==> src/rtl/uart_sender_if.sv <==
// Byte-write and serial-line bundle between the CPU peripheral side and uart_sender.
interface uart_sender_if;
  logic [7:0] tx_data;
  logic       tx_en;
  logic       tx_ready;
  logic       tx_busy;
  logic       tx_ovf;
  logic       uart_tx;

  modport master (output tx_data, tx_en, input tx_ready, tx_busy, tx_ovf, uart_tx);
  modport slave  (input tx_data, tx_en, output tx_ready, tx_busy, tx_ovf, uart_tx);
endinterface

==> src/rtl/uart_sender.sv <==
// 8N1 UART transmitter with a small byte FIFO; every bit is held OVERSAMPLE clocks.
// Frames are sent back to back while the FIFO holds data.
module uart_sender #(
  parameter int unsigned DEPTH_LOG2 = 2,
  parameter int unsigned OVERSAMPLE = 16,
  parameter int unsigned STOP_BITS  = 1
) (
  input logic          br_clk_16,
  input logic          reset,
  uart_sender_if.slave bus
);
  localparam int unsigned DEPTH    = 1 << DEPTH_LOG2;
  localparam int unsigned CW       = DEPTH_LOG2 + 1;
  localparam int unsigned STOP_LEN = OVERSAMPLE * STOP_BITS;
  localparam int unsigned CNT_W    = (STOP_LEN > 1) ? $clog2(STOP_LEN) : 1;

  typedef enum logic [1:0] {IDLE, START, DATA, STOP} state_t;

  logic [7:0]            mem [DEPTH];
  logic [DEPTH_LOG2-1:0] wr_ptr, rd_ptr;
  logic [CW-1:0]         count, count_n;
  state_t                state, state_n;
  logic [CNT_W-1:0]      cnt, cnt_n;
  logic [2:0]            bit_idx, bit_idx_n;
  logic [7:0]            shift, shift_n;
  logic                  line_n;
  logic                  push_c, pop_c;

  // tx_ready is the registered pre-edge "not full", so a full FIFO rejects even on a pop cycle
  assign push_c = bus.tx_en && bus.tx_ready;

  always_comb begin
    state_n   = state;
    cnt_n     = cnt + CNT_W'(1);
    bit_idx_n = bit_idx;
    shift_n   = shift;
    pop_c     = 1'b0;
    line_n    = 1'b1;
    unique case (state)
      IDLE: begin
        cnt_n = '0;
        if (count != '0) begin
          pop_c   = 1'b1;
          shift_n = mem[rd_ptr];
          state_n = START;
        end
      end
      START: begin
        line_n = 1'b0;
        if (cnt == CNT_W'(OVERSAMPLE - 1)) begin
          cnt_n     = '0;
          bit_idx_n = '0;
          state_n   = DATA;
        end
      end
      DATA: begin
        line_n = shift[bit_idx];
        if (cnt == CNT_W'(OVERSAMPLE - 1)) begin
          cnt_n = '0;
          if (bit_idx == 3'd7) state_n = STOP;
          else bit_idx_n = bit_idx + 3'd1;
        end
      end
      STOP: begin
        if (cnt == CNT_W'(STOP_LEN - 1)) begin
          cnt_n = '0;
          if (count != '0) begin
            pop_c   = 1'b1;
            shift_n = mem[rd_ptr];
            state_n = START;
          end else begin
            state_n = IDLE;
          end
        end
      end
      default: state_n = IDLE;
    endcase
  end

  always_comb begin
    count_n = count;
    unique case ({push_c, pop_c})
      2'b10:   count_n = count + CW'(1);
      2'b01:   count_n = count - CW'(1);
      default: count_n = count;
    endcase
  end

  always_ff @(posedge br_clk_16) begin
    if (reset) begin
      state       <= IDLE;
      cnt         <= '0;
      bit_idx     <= '0;
      shift       <= '0;
      wr_ptr      <= '0;
      rd_ptr      <= '0;
      count       <= '0;
      bus.uart_tx  <= 1'b1;
      bus.tx_ready <= 1'b1;
      bus.tx_busy  <= 1'b0;
      bus.tx_ovf   <= 1'b0;
    end else begin
      state   <= state_n;
      cnt     <= cnt_n;
      bit_idx <= bit_idx_n;
      shift   <= shift_n;
      count   <= count_n;
      if (push_c) wr_ptr <= wr_ptr + DEPTH_LOG2'(1);
      if (pop_c)  rd_ptr <= rd_ptr + DEPTH_LOG2'(1);
      bus.uart_tx  <= line_n;
      bus.tx_ready <= (count_n != CW'(DEPTH));
      bus.tx_busy  <= (count_n != '0) || (state_n != IDLE);
      bus.tx_ovf   <= bus.tx_ovf || (bus.tx_en && !bus.tx_ready);
    end
  end

  // Storage needs no reset: pointers and count define what is valid
  always_ff @(posedge br_clk_16) begin
    if (push_c) mem[wr_ptr] <= bus.tx_data;
  end
endmodule

==> src/flat_wrapper.sv <==
// flat-port wrapper written by rule: the top's interface ports become plain ports
module uart_sender_flat 
#(
  parameter int unsigned DEPTH_LOG2 = 2,
  parameter int unsigned OVERSAMPLE = 16,
  parameter int unsigned STOP_BITS  = 1
)
  (br_clk_16, reset, bus_tx_data, bus_tx_en, bus_tx_ready, bus_tx_busy, bus_tx_ovf, bus_uart_tx);
  uart_sender_if bus_i ();
  input logic br_clk_16;
  input logic reset;
  input wire logic [$bits(bus_i.tx_data)-1:0] bus_tx_data;
  input wire logic [$bits(bus_i.tx_en)-1:0] bus_tx_en;
  output wire logic [$bits(bus_i.tx_ready)-1:0] bus_tx_ready;
  output wire logic [$bits(bus_i.tx_busy)-1:0] bus_tx_busy;
  output wire logic [$bits(bus_i.tx_ovf)-1:0] bus_tx_ovf;
  output wire logic [$bits(bus_i.uart_tx)-1:0] bus_uart_tx;
  assign bus_i.tx_data = bus_tx_data;
  assign bus_i.tx_en = bus_tx_en;
  assign bus_tx_ready = bus_i.tx_ready;
  assign bus_tx_busy = bus_i.tx_busy;
  assign bus_tx_ovf = bus_i.tx_ovf;
  assign bus_uart_tx = bus_i.uart_tx;
  uart_sender #(.DEPTH_LOG2(DEPTH_LOG2), .OVERSAMPLE(OVERSAMPLE), .STOP_BITS(STOP_BITS)) u_core (.br_clk_16(br_clk_16), .reset(reset), .bus(bus_i));
endmodule
==> config.mk <==
export PLATFORM = sky130hd
export DESIGN_NAME = uart_sender_flat
export DESIGN_NICKNAME = d
export VERILOG_FILES = /design/src/rtl/uart_sender_if.sv /design/src/rtl/uart_sender.sv /design/src/flat_wrapper.sv
export SDC_FILE = /design/constraint.sdc
export NUM_CORES = 1
export LEC_CHECK = 0
export ABC_CLOCK_PERIOD_IN_PS = 3400
export BUFFER_PORTS_ARGS = -buffer_cell sky130_fd_sc_hd__buf_2
export CAP_MARGIN = 20
export CORE_MARGIN = 2
export CORE_UTILIZATION = 59
export CTS_CLUSTER_SIZE = 14
export DETAILED_ROUTE_END_ITERATION = 10
export HOLD_SLACK_MARGIN = 0.02
export PLACE_DENSITY = 0.78
export SLEW_MARGIN = 15
export SYNTH_ARGS = -nofsm -noshare
export SYNTH_HDL_FRONTEND = slang
export SYNTH_SLANG_ARGS = --single-unit
export TNS_END_PERCENT = 20
==> constraint.sdc <==
create_clock -name br_clk_16 -period 3.4 [get_ports br_clk_16]
set_input_delay 0.17 -clock br_clk_16 [delete_from_list [all_inputs] [get_ports br_clk_16]]
set_output_delay 0.17 -clock br_clk_16 [all_outputs]
set_load 0.05 [all_outputs]
* After elaboration in Yosys (flattened, before gate mapping)
Memory sizes are Yosys's and may differ from the RTL's. A register that Yosys moved wholly into a read port is not among the register bits.
Index checks and enable logic that the tools add are counted.
** Storage, ports and cells
- Bits in writable memories :: 32
- Output and inout port bits :: 4
- Flip-flop bits (word level) :: 28
- Input bits :: 11
- Word-level logic and storage cells :: 72
- Memories :: 1
** Operators by class
- Reduce and logical (&&, ||, !) cells :: 14
- $add $sub $neg :: 6
- Multiplexer cells :: 27
- Order comparisons :: 1
- Equality and inequality tests :: 12
** Memory list
- u_core.mem :: words 4, bits a word 8, rd ports 1, clocked after Yosys merged registers in 1, wr ports 1, line uart_sender.sv:19 : logic [7:0] mem [DEPTH];
** Operator list (number)
- $mux W8 :: 2
- $pmux W8 S2 :: 1
- $mux W2 :: 7
- $pmux W3 S2 :: 2
- $mux W3 :: 3
- $pmux W2 S4 :: 1
- $pmux W4 S2 :: 1
- $add A3 B1 Y3 const B :: 2
- $eq A2 B2 Y1 const B :: 3
- $mux W1 :: 6
- $ne A2 B1 Y1 const B :: 3
- $reduce_bool A2 Y1 :: 3
- $reduce_bool A3 Y1 :: 2
- $add A2 B1 Y2 const B :: 2
- $add A4 B1 Y4 const B :: 1
- $eq A2 B1 Y1 const B :: 2
- $eq A4 B4 Y1 const B :: 1
- $lt A3 B4 Y1 const B :: 1
- $mux W4 :: 1
- $pmux W1 S2 :: 2
- $reduce_and A4 Y1 :: 1
- $bmux W1 S3 :: 1
- $eq A3 B3 Y1 const B :: 1
- $ne A3 B3 Y1 const B :: 1
- other kinds (8) :: 10

* Longest topological paths before layout
Gate-level depths: netlist (run 1).
- Word-level depth :: 8
- Mapped depth :: 11
- Gate-level depth less buffers :: 11

* Worst setup path before layout (run 1)
Ideal clock, no wire load.
- Path type :: register to register
- From :: reg u_core.state[0]
- To :: reg u_core.bus.tx_busy
- Slack :: 0.618 ns
- Data required time :: 3.266 ns
- Setup time :: 0.134 ns
- Clock period less this slack :: 2.782 ns
- Stages on the path, launching flop included :: 11
- Buffers on the path :: 0
- Arrival :: 2.648 ns
- Path through :: dfxtp_1 > inv_1 > ha_1 > nor3_1 > ha_1 > inv_1 > fa_1 > xor2_1 > o21ai_0 > a21oi_1 > or4_1
** Between the ends
- Cells in the longest elaborated chain, start to end :: 6
- Elaborated cells on any way between the ends :: 17
- Those cells by class :: 5 x eq/ne; 8 x mux; 4 x reduce/logical
** Ends and longest elaborated chain
- from (decl) :: line uart_sender.sv:22 : state_t state, state_n;
- from (signal assigned) :: line uart_sender.sv:103 : state <= state_n;
- $eq A2 B2 Y1 or $logic_not A2 Y1 (tied branches) :: line uart_sender.sv:39 : unique case (state)
- $pmux W1 S2 * :: line uart_sender.sv:39
- via u_core.pop_c :: line uart_sender.sv:27 : logic push_c, pop_c;
- $eq A2 B1 Y1 or $eq A2 B2 Y1 (tied branches) :: line uart_sender.sv:82 : unique case ({push_c, pop_c})
- $pmux W3 S2 * :: line uart_sender.sv:82
- $reduce_bool A3 Y1 * :: line uart_sender.sv:112 : bus.tx_busy <= (count_n != '0) || (state_n != IDLE);
- $logic_or A1 B1 Y1 * :: line uart_sender.sv:112
- to (signal assigned) :: line uart_sender.sv:112
- to (decl) :: line uart_sender_if.sv:11 : modport slave (input tx_data, tx_en, output tx_ready, tx_busy, tx_ovf, uart_tx);
Mark *: on every way through the listed nets, which the timed path passes. The rest lies on a longest branch.
A chain may end at the register's enable or synchronous reset.

* Worst setup path after layout (run 1)
Ends and elaborated chain as after synthesis.

==> flow_summary.yaml, run 1 <==
layout:
  mostFrequentLayoutCell: "edfxtp_1"
  mostFrequentLayoutCells: "edfxtp_1, dfxtp_1, nor2_1"
  syn_to_final_growth_pct: 12.47
  fillers: 316
  drive_above_1_share: 0.2028
  final_nets: 232
  diodes: 0
  finalInstanceArea_mm2: 0.002900
timing:
  hold_viol: 0
  max_clock_freq_ghz: 0.3115
  finalCritPeriodShare: 0.9443
  drv_slew: 0
  fin_tns_setup_ps: 0
  fin_skew_ps: 5.512
  setup-violations-final: 0
  max_slew.worst_pin.slew_ps: 948.8
  max_slew_margin: 0.3663
  fin_ws_ps: 189.4
  rsz0062_at_grt: "false"
  period_needed_ps: 3211
drt:
  dr.pass1.iters: 4
  drt_iter0_drc: 102
  drc: 0
  routedWlPerCell_um: 16.68
  drt_wl_total_um: 4404
  via_per_inst: 5.686
  ant_nets: 0
  num_vias: 1501
power_and_ir_drop:
  p_leak_uw: 0.001089
  power.share.switching: 0.2994
  p_sw_uw: 682.4
  p_per_area_mw_per_mm2: 785.8
  peakVddDrop_uv: 419.8
  p_clk_frac: 0.291
  combPwrFrac: 0.263
  seq_power_share: 0.446
  power.internal_uw: 1597
  fin_total_pwr_uw: 2279
floorplanning:
  design.core.area_mm2: 0.004294
  start_util: 0.6005
  num_io_pins: 15
  dieWidth_um: 70.11
  num_rows: 24
  dieArea_mm2: 0.004915
  die_h_um: 70.11
logic_synthesis:
  synth-compound-area-share: 0.05531
  synth.avg_cell_area_um2: 13.79
  synth_top_cells_by_area: "edfxtp_1, dfxtp_1, mux4_2"
  ys_warn_count: 0
  yosysTopAreaCellShare: 0.3726
  yosys.area_share.xor_xnor: 0.02377
  synth-seq-cells: 62
  yosys-mux-area-fraction: 0.1305
  yosysTopAreaCell: "edfxtp_1"
  syn_area_mm2: 0.002579
  synthSimpleGateAreaFrac: 0.09364
  synth_cell_types: 35
  synth_top_family_by_area: "multiplexers"
  syn_inst: 187
  synth_seq_area_share: 0.6055
  synth-adder-area-share: 0.07084
  synth_nets: 212
worst_setup_path:
  start_kind: "flip-flop"
  ff2ff_setup_slack_ps: 190
  end_kind: "flip-flop"
  path_max_fanout: 5
  critPathLaunch: "u_core.state[0]$_SDFF_PP0_"
  arrival_ps: 3420
  r2r_start: "u_core.state[0]$_SDFF_PP0_"
  criticalPathCategory: "reg -> reg"
  critPathRequiredTime_ps: 3600
grt:
  antenna_found_initial: 0
  grt_pass1_vias: 1573
  grt_pass1_wl_um: 7272
  track_usage: 0.2012
  grt_max_degree: 27
  grt_overflow: 0
clock_tree:
  cts_sinks: 62
  cts_tree: "done"
  cts_root_buffer: "clkbuf_8"
  post_cts_buffers: 0
  ctsHoldBuffers: 0
  clkTransAtPathRegs_ps: 70
  clock_latency_ps: 330
  cts_resized: 0
  clk_path_buf_depth: 2
  htree_levels: 3
  cts_inserted_buffers: 9
place:
  dp_hpwl_um: 3155
  gp_congestion: 0.8746
  dpl_cell_area_mm2: 0.002695
  port_buffers: 14
  pre_cts_slack_ps: 210.9
hold_path:
  worstHoldPathType: "in -> reg"
  min_from: "bus_tx_data[0]"
status:
  status: "completed"
job:
  drv_cap: 0
## state kept, by name (all words and copies together), names as in the netlist, named ones only
name,cells
u_core.bit_idx,3
u_core.bus.tx_busy,1
u_core.bus.tx_ovf,1
u_core.bus.tx_ready,1
u_core.bus.uart_tx,1
u_core.cnt,4
u_core.count,3
u_core.mem,32
u_core.rd_ptr,2
u_core.shift,8
u_core.state,2
u_core.wr_ptr,2
## per-layer routing
metal  track usage  part of all wire  up-vias
met5             0                 0        -
met4       0.09402             0.017        0
met3       0.07648             0.050        8
met2        0.3312              0.52       38
met1        0.2325              0.41      725
li1              -                 -      730
## cell usage after synthesis
| cell type | n |
|---|---|
| a21oi_1 | 6 |
| nand2_1 | 6 |
| dfxtp_1 | 30 |
| mux4_2 | 10 |
| edfxtp_1 | 32 |
| o21ai_0 | 5 |
| o21a_1 | 1 |
| nand4_1 | 1 |
| mux2_2 | 1 |
| nor2_1 | 24 |
| a211oi_2 | 1 |
| nand3_4 | 1 |
| or3b_2 | 2 |
| a41oi_1 | 1 |
| nor4b_1 | 1 |
| a22oi_1 | 2 |
| a31oi_1 | 2 |
| xnor2_1 | 4 |
| and3_2 | 1 |
| or4_1 | 1 |
| ha_1 | 13 |
| inv_1 | 9 |
| a211o_1 | 1 |
| nor3_1 | 3 |
| clkbuf_1 | 3 |
| a2111o_1 | 1 |
| xor2_1 | 3 |
| buf_1 | 2 |
| nand3_1 | 2 |
| or3_1 | 1 |
| mux2i_1 | 10 |
| fa_1 | 1 |
| o2111a_1 | 1 |
| and3_1 | 4 |
| nor3b_1 | 1 |
## power by group through the flow
stage	Combinational, uW	Clock (uW)	Sequential (uW)
4_1_cts	605	678	1020
2_1_floorplan	447	0	1030
5_1_grt	663	709	1030
3_3_place_gp	557	0	1020
3_5_place_dp	601	0	1030
6_report	599	664	1020
## path summary, 6_finish.rpt
path	endpoint	cells after the start
setup / recovery	u_core.bus.tx_busy$_SDFF_PP0_	10
hold / removal	u_core.mem[2][0]$_DFFE_PP_	1
setup reg to reg	u_core.bus.tx_busy$_SDFF_PP0_	10
hold reg to reg	u_core.cnt[0]$_SDFF_PP0_	1
## kinds of logic after synthesis
kind of cell,count (synthesis)
AO/OA/AOI/OAI,21
AND/OR/NAND/NOR,48
XOR/XNOR,7
adder cells (fa/ha/maj),14
multiplexers,21
buffers and inverters,14
flip-flops,62
## cell type report
| class | instances | area (um^2) | share of cell area |
|---|---|---|---|
| Clock inverter | 5 | 73.82 | 0.02545 |
| Multi-Input combinational cell | 111 | 964.7 | 0.3326 |
| Sequential cell | 62 | 1562 | 0.5384 |
| Timing Repair Buffer | 14 | 70.07 | 0.02416 |
| Tap cell | 52 | 65.06 | 0.02243 |
| Inverter | 9 | 33.78 | 0.01165 |
| Clock buffer | 11 | 131.4 | 0.04530 |
## critical path: stages, from the launching register on
cell	delay, ps
dfxtp_1	410
inv_1	130
ha_1	350
nor3_1	390
ha_1	280
inv_1	80
fa_1	430
xor2_1	160
o21ai_0	190
a21oi_1	140
or4_1	540
## stage by stage
stage,cells,hold WS [ps],utilization
2_1_floorplan,187,268.9,-
3_3_place_gp,248,378.5,0.6276
3_5_place_dp,248,389.7,0.6276
4_1_cts,264,40.09,0.6754
5_1_grt,264,38.17,0.6754
6_report,264,55.37,0.6754
Power figures use the tool's default switching activity.
==> run 2, diff against run 1 <==
- CORE_ASPECT_RATIO: not set -> 1.2
==> run 2 against run 1 <==
Die area barely moved. Critical path depth did not move. Sequential cell count did not move. Utilization rose by 0.77 points. Critical path type unchanged. Largest power group unchanged. Highest routed layer unchanged.
==> flow_summary.yaml, run 2 (synthesized netlist as in run 1, its figures left out) <==
floorplanning:
  dieWidth_um: 64.35
  dieArea_mm2: 0.004918
  num_rows: 26
  start_util: 0.6098
  num_io_pins: 15
  die_h_um: 76.42
  design.core.area_mm2: 0.004229
grt:
  track_usage: 0.2098
  grt_max_degree: 27
  antenna_found_initial: 0
  grt_overflow: 0
  grt_pass1_wl_um: 7438
  grt_pass1_vias: 1610
clock_tree:
  htree_levels: 3
  cts_sinks: 62
  cts_root_buffer: "clkbuf_8"
  cts_inserted_buffers: 9
  post_cts_buffers: 0
  ctsHoldBuffers: 0
  clkTransAtPathRegs_ps: 70
  clk_path_buf_depth: 2
  cts_tree: "done"
  cts_resized: 0
  clock_latency_ps: 340
worst_setup_path:
  path_cells: "inv_1, ha_1, nor3_1, ha_1, inv_1, fa_1, nand2_1, o21ai_0, nor2_1, or4_1"
  arrival_ps: 3300
  worst_path_largest_cell_delay_ps: 560
  path_max_fanout: 5
  slowest_stage: "fa_1"
  criticalPathCategory: "reg -> reg"
  critPathRequiredTime_ps: 3620
  start_kind: "flip-flop"
  critical_path_buf_inv_count: 2
  path_delay_family: "adder cells"
  end_kind: "flip-flop"
layout:
  mostFrequentLayoutCells: "edfxtp_1, dfxtp_1, nor2_1"
  syn_to_final_growth_pct: 12.03
  mostFrequentLayoutCell: "edfxtp_1"
  largest_reg_flops: 32
  drive_above_1_share: 0.2123
  final_nets: 232
  top_register: "u_core.mem"
  diodes: 0
  reg_top3: "u_core.mem (32), u_core.shift (8), u_core.cnt (4)"
timing:
  rsz0062_at_grt: "false"
  fin_tns_setup_ps: 0
  fin_skew_ps: 10.63
  max_slew.worst_pin.slew_ps: 852.3
  drv_slew: 0
  fin_ws_ps: 310.9
  finalCritPeriodShare: 0.9086
  period_needed_ps: 3089
  hold_viol: 0
  setup-violations-final: 0
  max_clock_freq_ghz: 0.3237
  max_slew_margin: 0.4308
drt:
  drt_wl_total_um: 4369
  num_vias: 1524
  drc: 0
  via_per_inst: 5.687
  drt_iter0_drc: 50
  ant_nets: 0
  dr.pass1.iters: 4
  routedWlPerCell_um: 16.30
place:
  port_buffers: 14
  pre_cts_slack_ps: 316.7
  gp_congestion: 0.7561
  dp_hpwl_um: 3105
job:
  drv_cap: 0
power_and_ir_drop:
  peakVddDrop_uv: 503.1
  p_per_area_mw_per_mm2: 767.0
  p_leak_uw: 0.001081
hold_path:
  worstHoldPathType: "in -> reg"
status:
  status: "completed"
-- run 2: stage by stage --
step	instance area (um^2)	std cells	utilization	hold slack, ps	total power (uW)
finish	2889	268	0.6831	43.45	2216
global route	2889	268	0.6831	33.00	2344
CTS	2889	268	0.6831	27.55	2239
detailed placement	2700	252	0.6385	388.8	1626
global placement	2700	252	0.6385	378.2	1573
floorplan	2579	187	-	268.9	1481
-- run 2: worst paths after layout --
| check | start | to | slack [ps] | cells past startpoint |
|---|---|---|---|---|
| worst min register to register | u_core.cnt[0]$_SDFF_PP0_ | u_core.cnt[0]$_SDFF_PP0_ | 450 | 1 |
| worst min-delay path | bus_tx_data[6] | u_core.mem[1][6]$_DFFE_PP_ | 40 | 1 |
| worst max-delay path | u_core.state[0]$_SDFF_PP0_ | u_core.bus.tx_busy$_SDFF_PP0_ | 310 | 10 |
| worst max register to register | u_core.state[0]$_SDFF_PP0_ | u_core.bus.tx_busy$_SDFF_PP0_ | 310 | 10 |
-- run 2: power breakdown --
group / switching [uW] / internal [uW] / leakage [uW]
Combinational: 331 / 263 / 0.000445
Sequential: 90.7 / 924 / 0.000539
Clock: 275 / 332 / 0.0000964
-- run 2: worst register-to-register path: stages (launching register included) --
cell	delay (ps)
dfxtp_1	410
inv_1	120
ha_1	350
nor3_1	350
ha_1	250
inv_1	80
fa_1	560
nand2_1	50
o21ai_0	240
nor2_1	70
or4_1	500
-- run 2: layout make-up --
| class | count | area, um^2 |
|---|---|---|
| sequential | 62 | 1562 |
| inverter | 9 | 33.78 |
| timing repair buffer | 14 | 70.07 |
| tap | 56 | 70.07 |
| multi-input combinational | 111 | 964.7 |
| clock buffer | 9 | 123.9 |
| fill | 312 | 1340 |
| clock inverter | 7 | 65.06 |
-- run 2: layer usage --
layer	wire [um]	GRT usage
met2	2400	0.3625
met3	165	0.07386
met1	1716	0.2206
met4	87	0.1106
met5	0	0
==> run 3, diff against run 2 <==
- ABC_AREA: not set -> 1
- CORE_UTILIZATION: 59 -> 60
==> run 3 against run 2 <==
Cell count increased by 43%. Highest routed layer unchanged. Wire length increased by 6.9%. Sequential power about the same. Synthesized cell count increased by 62%. First-iteration DRC count increased by 66%. Clock-buffer cell count unchanged. Die area increased by 4.9%. Critical endpoint unchanged. Maximum frequency increased by 20%. Total power increased by 15%. Register-to-register slack improved by 520 ps.
==> flow_summary.yaml, run 3 <==
status:
  status: "completed"
hold_path:
  worstHoldPathType: "in -> reg"
  min_from: "bus_tx_data[7]"
  hold_depth: 1
  holdPathEnd: "u_core.mem[2][7]$_DFFE_PP_"
layout:
  instances_no_fill: 384
  diodes: 0
  reg_top3: "u_core.mem (32), u_core.shift (8), u_core.cnt (4)"
  mostFrequentLayoutCell: "nor2_1"
  top_register: "u_core.mem"
  largest_reg_flops: 32
  drive_above_1_share: 0.1258
  syn_to_final_growth_pct: 11.84
  final_nets: 346
  mostFrequentLayoutCells: "nor2_1, nand2_1, inv_1"
power_and_ir_drop:
  p_leak_uw: 0.001296
  fin_total_pwr_uw: 2554
  p_clk_frac: 0.297
  power.share.switching: 0.3465
  p_sw_uw: 885.1
  seq_power_share: 0.388
  peakVddDrop_uv: 595.1
  p_per_area_mw_per_mm2: 828.2
  power.internal_uw: 1669
  combPwrFrac: 0.315
timing:
  hold_viol: 0
  fin_skew_ps: 8.676
  setup-violations-final: 0
  fin_tns_setup_ps: 0
  drv_slew: 0
  finalCritPeriodShare: 0.7549
  rsz0062_at_grt: "false"
  period_needed_ps: 2567
  fin_ws_ps: 833.4
  max_slew.worst_pin.slew_ps: 796.3
  max_clock_freq_ghz: 0.3896
  max_slew_margin: 0.4672
grt:
  grt_pass1_wl_um: 8052
  grt_max_degree: 18
  antenna_found_initial: 0
  grt_overflow: 0
  track_usage: 0.2117
  grt_pass1_vias: 1911
drt:
  ant_nets: 0
  drt_iter0_drc: 83
  routedWlPerCell_um: 12.16
  drc: 0
  num_vias: 1921
  dr.pass1.iters: 4
  drt_wl_total_um: 4671
  via_per_inst: 5.003
place:
  pre_cts_slack_ps: 853.1
  gp_congestion: 0.7873
  dp_hpwl_um: 3210
  port_buffers: 14
  dp_cells: 368
logic_synthesis:
  yosysTopAreaCell: "edfxtp_1"
  synth_most_common_cell: "nor2_1"
  syn_area_mm2: 0.002758
  synth_top_cells_by_area: "edfxtp_1, dfxtp_1, nor2_1"
  netlist_top_cells_count: "nor2_1, nand2_1, inv_1"
  synth_seq_area_share: 0.5662
  synth_nets: 328
  ys_warn_count: 0
  synth_cell_types: 27
  synth-seq-cells: 62
  synth_edf_count: 32
  synthArstFlopShare: 0
  yosysTopAreaCellShare: 0.3485
  syn_inst: 303
  yosys_most_used_dff: "edfxtp_1"
  synth.avg_cell_area_um2: 9.101
clock_tree:
  cts_root_buffer: "clkbuf_8"
  cts_inserted_buffers: 9
  cts_sinks: 62
  clkTransAtPathRegs_ps: 70
  clk_path_buf_depth: 2
  ctsHoldBuffers: 0
  htree_levels: 3
  cts_resized: 0
  post_cts_buffers: 0
  clock_latency_ps: 340
  cts_tree: "done"
worst_setup_path:
  r2r_start: "u_core.state[0]$_SDFF_PP0_"
  path_common_cell: "inv_1"
  worst_path_largest_cell_delay_ps: 530
  reg2reg_to: "u_core.bus.tx_busy$_SDFF_PP0_"
  slowest_stage: "fa_1"
  end_kind: "flip-flop"
  ff2ff_setup_slack_ps: 830
  path_cells: "inv_1, ha_1, inv_1, nand2_2, inv_2, nand2_2, clkinv_2, ha_1, inv_1, fa_1, o21ai_0, nor2_1, nand3_1, nand2_1, nand3_1"
  path_max_fanout: 5
  criticalPathCategory: "reg -> reg"
  start_kind: "flip-flop"
  r2r_cells: 15
  arrival_ps: 2800
  critPathRequiredTime_ps: 3630
floorplanning:
  num_rows: 27
  start_util: 0.6138
  die_h_um: 78.27
  design.core.area_mm2: 0.004493
  dieArea_mm2: 0.005156
  num_io_pins: 15
  dieWidth_um: 65.89
job:
  drv_cap: 0
-- run 3: cell types whose count changed after synthesis, moves of 10 or more --
cell	change
nand3_1	+17
inv_1	+27
nand2_1	+44
mux4_2	-10
mux2i_1	-10
o21ai_0	+15
nor2_1	+33
-- run 3: metrics by stage --
step	hold slack, ps	cell area, um^2	util
floorplan	268.9	2758	-
global placement	383.1	2848	0.6338
detailed placement	389.2	2848	0.6338
CTS	37.07	3084	0.6864
global route	30.89	3084	0.6864
finish	47.00	3084	0.6864
-- run 3: routing by layer --
| layer | global-route usage | share of wire | vias up | routed length [um] |
|---|---|---|---|---|
| met4 | 0.1000 | 0.021 | 0 | 99 |
| met5 | 0 | 0 | - | 0 |
| li1 | - | - | 1006 | - |
| met1 | 0.2170 | 0.42 | 879 | 1942 |
| met2 | 0.3788 | 0.54 | 26 | 2506 |
| met3 | 0.07020 | 0.027 | 10 | 124 |
-- run 3: power groups by stage --
stage	Clock (uW)	Sequential [uW]	Combinational, uW
after floorplan	0	1030	640
final	758	992	804
after CTS	767	992	810
after detailed placement	0	1010	805
after global placement	0	1000	773
after global routing	803	1010	931
-- run 3: kinds of logic (layout without fill, tap and decap cells) --
| family | count (synthesis) | after routing | share of synthesized area |
|---|---|---|---|
| compound gates | 40 | 40 | 0.07350 |
| buf+inv | 46 | 69 | 0.07259 |
| flops | 62 | 62 | 0.5662 |
| fa+ha+maj | 14 | 14 | 0.06624 |
| simple gates | 139 | 139 | 0.2151 |
| xor+xnor | 2 | 2 | 0.006353 |
-- run 3: worst max-delay path by stage --
stage | from | to | cells after the start
after floorplan | u_core.state[0]$_SDFF_PP0_ | u_core.bus.tx_busy$_SDFF_PP0_ | 15
after global placement | u_core.state[0]$_SDFF_PP0_ | u_core.bus.tx_busy$_SDFF_PP0_ | 15
after detailed placement | u_core.state[0]$_SDFF_PP0_ | u_core.bus.tx_busy$_SDFF_PP0_ | 15
after CTS | u_core.state[0]$_SDFF_PP0_ | u_core.bus.tx_busy$_SDFF_PP0_ | 15
after global routing | u_core.state[0]$_SDFF_PP0_ | u_core.bus.tx_busy$_SDFF_PP0_ | 15
final | u_core.state[0]$_SDFF_PP0_ | u_core.bus.tx_busy$_SDFF_PP0_ | 15
-- run 3: worst max-delay path: cells and delay by family (launching register included) --
| kind | cells | cell delay, ps |
|---|---|---|
| AO/OA/AOI/OAI | 1 | 110 |
| adder cells (fa/ha/maj) | 3 | 1000 |
| AND/OR/NAND/NOR | 6 | 520 |
| flip-flops | 1 | 410 |
| buffers and inverters | 5 | 400 |
-- run 3: cell type report --
cell class / instances / area, um^2
flip-flops and latches: 62 / 1562
fillers: 358 / 1409
multi-input cells: 195 / 996.0
inverters: 39 / 147.6
clock buffers: 9 / 123.9
clock inverters: 7 / 112.6
well taps: 58 / 72.57
repair buffers: 14 / 70.07
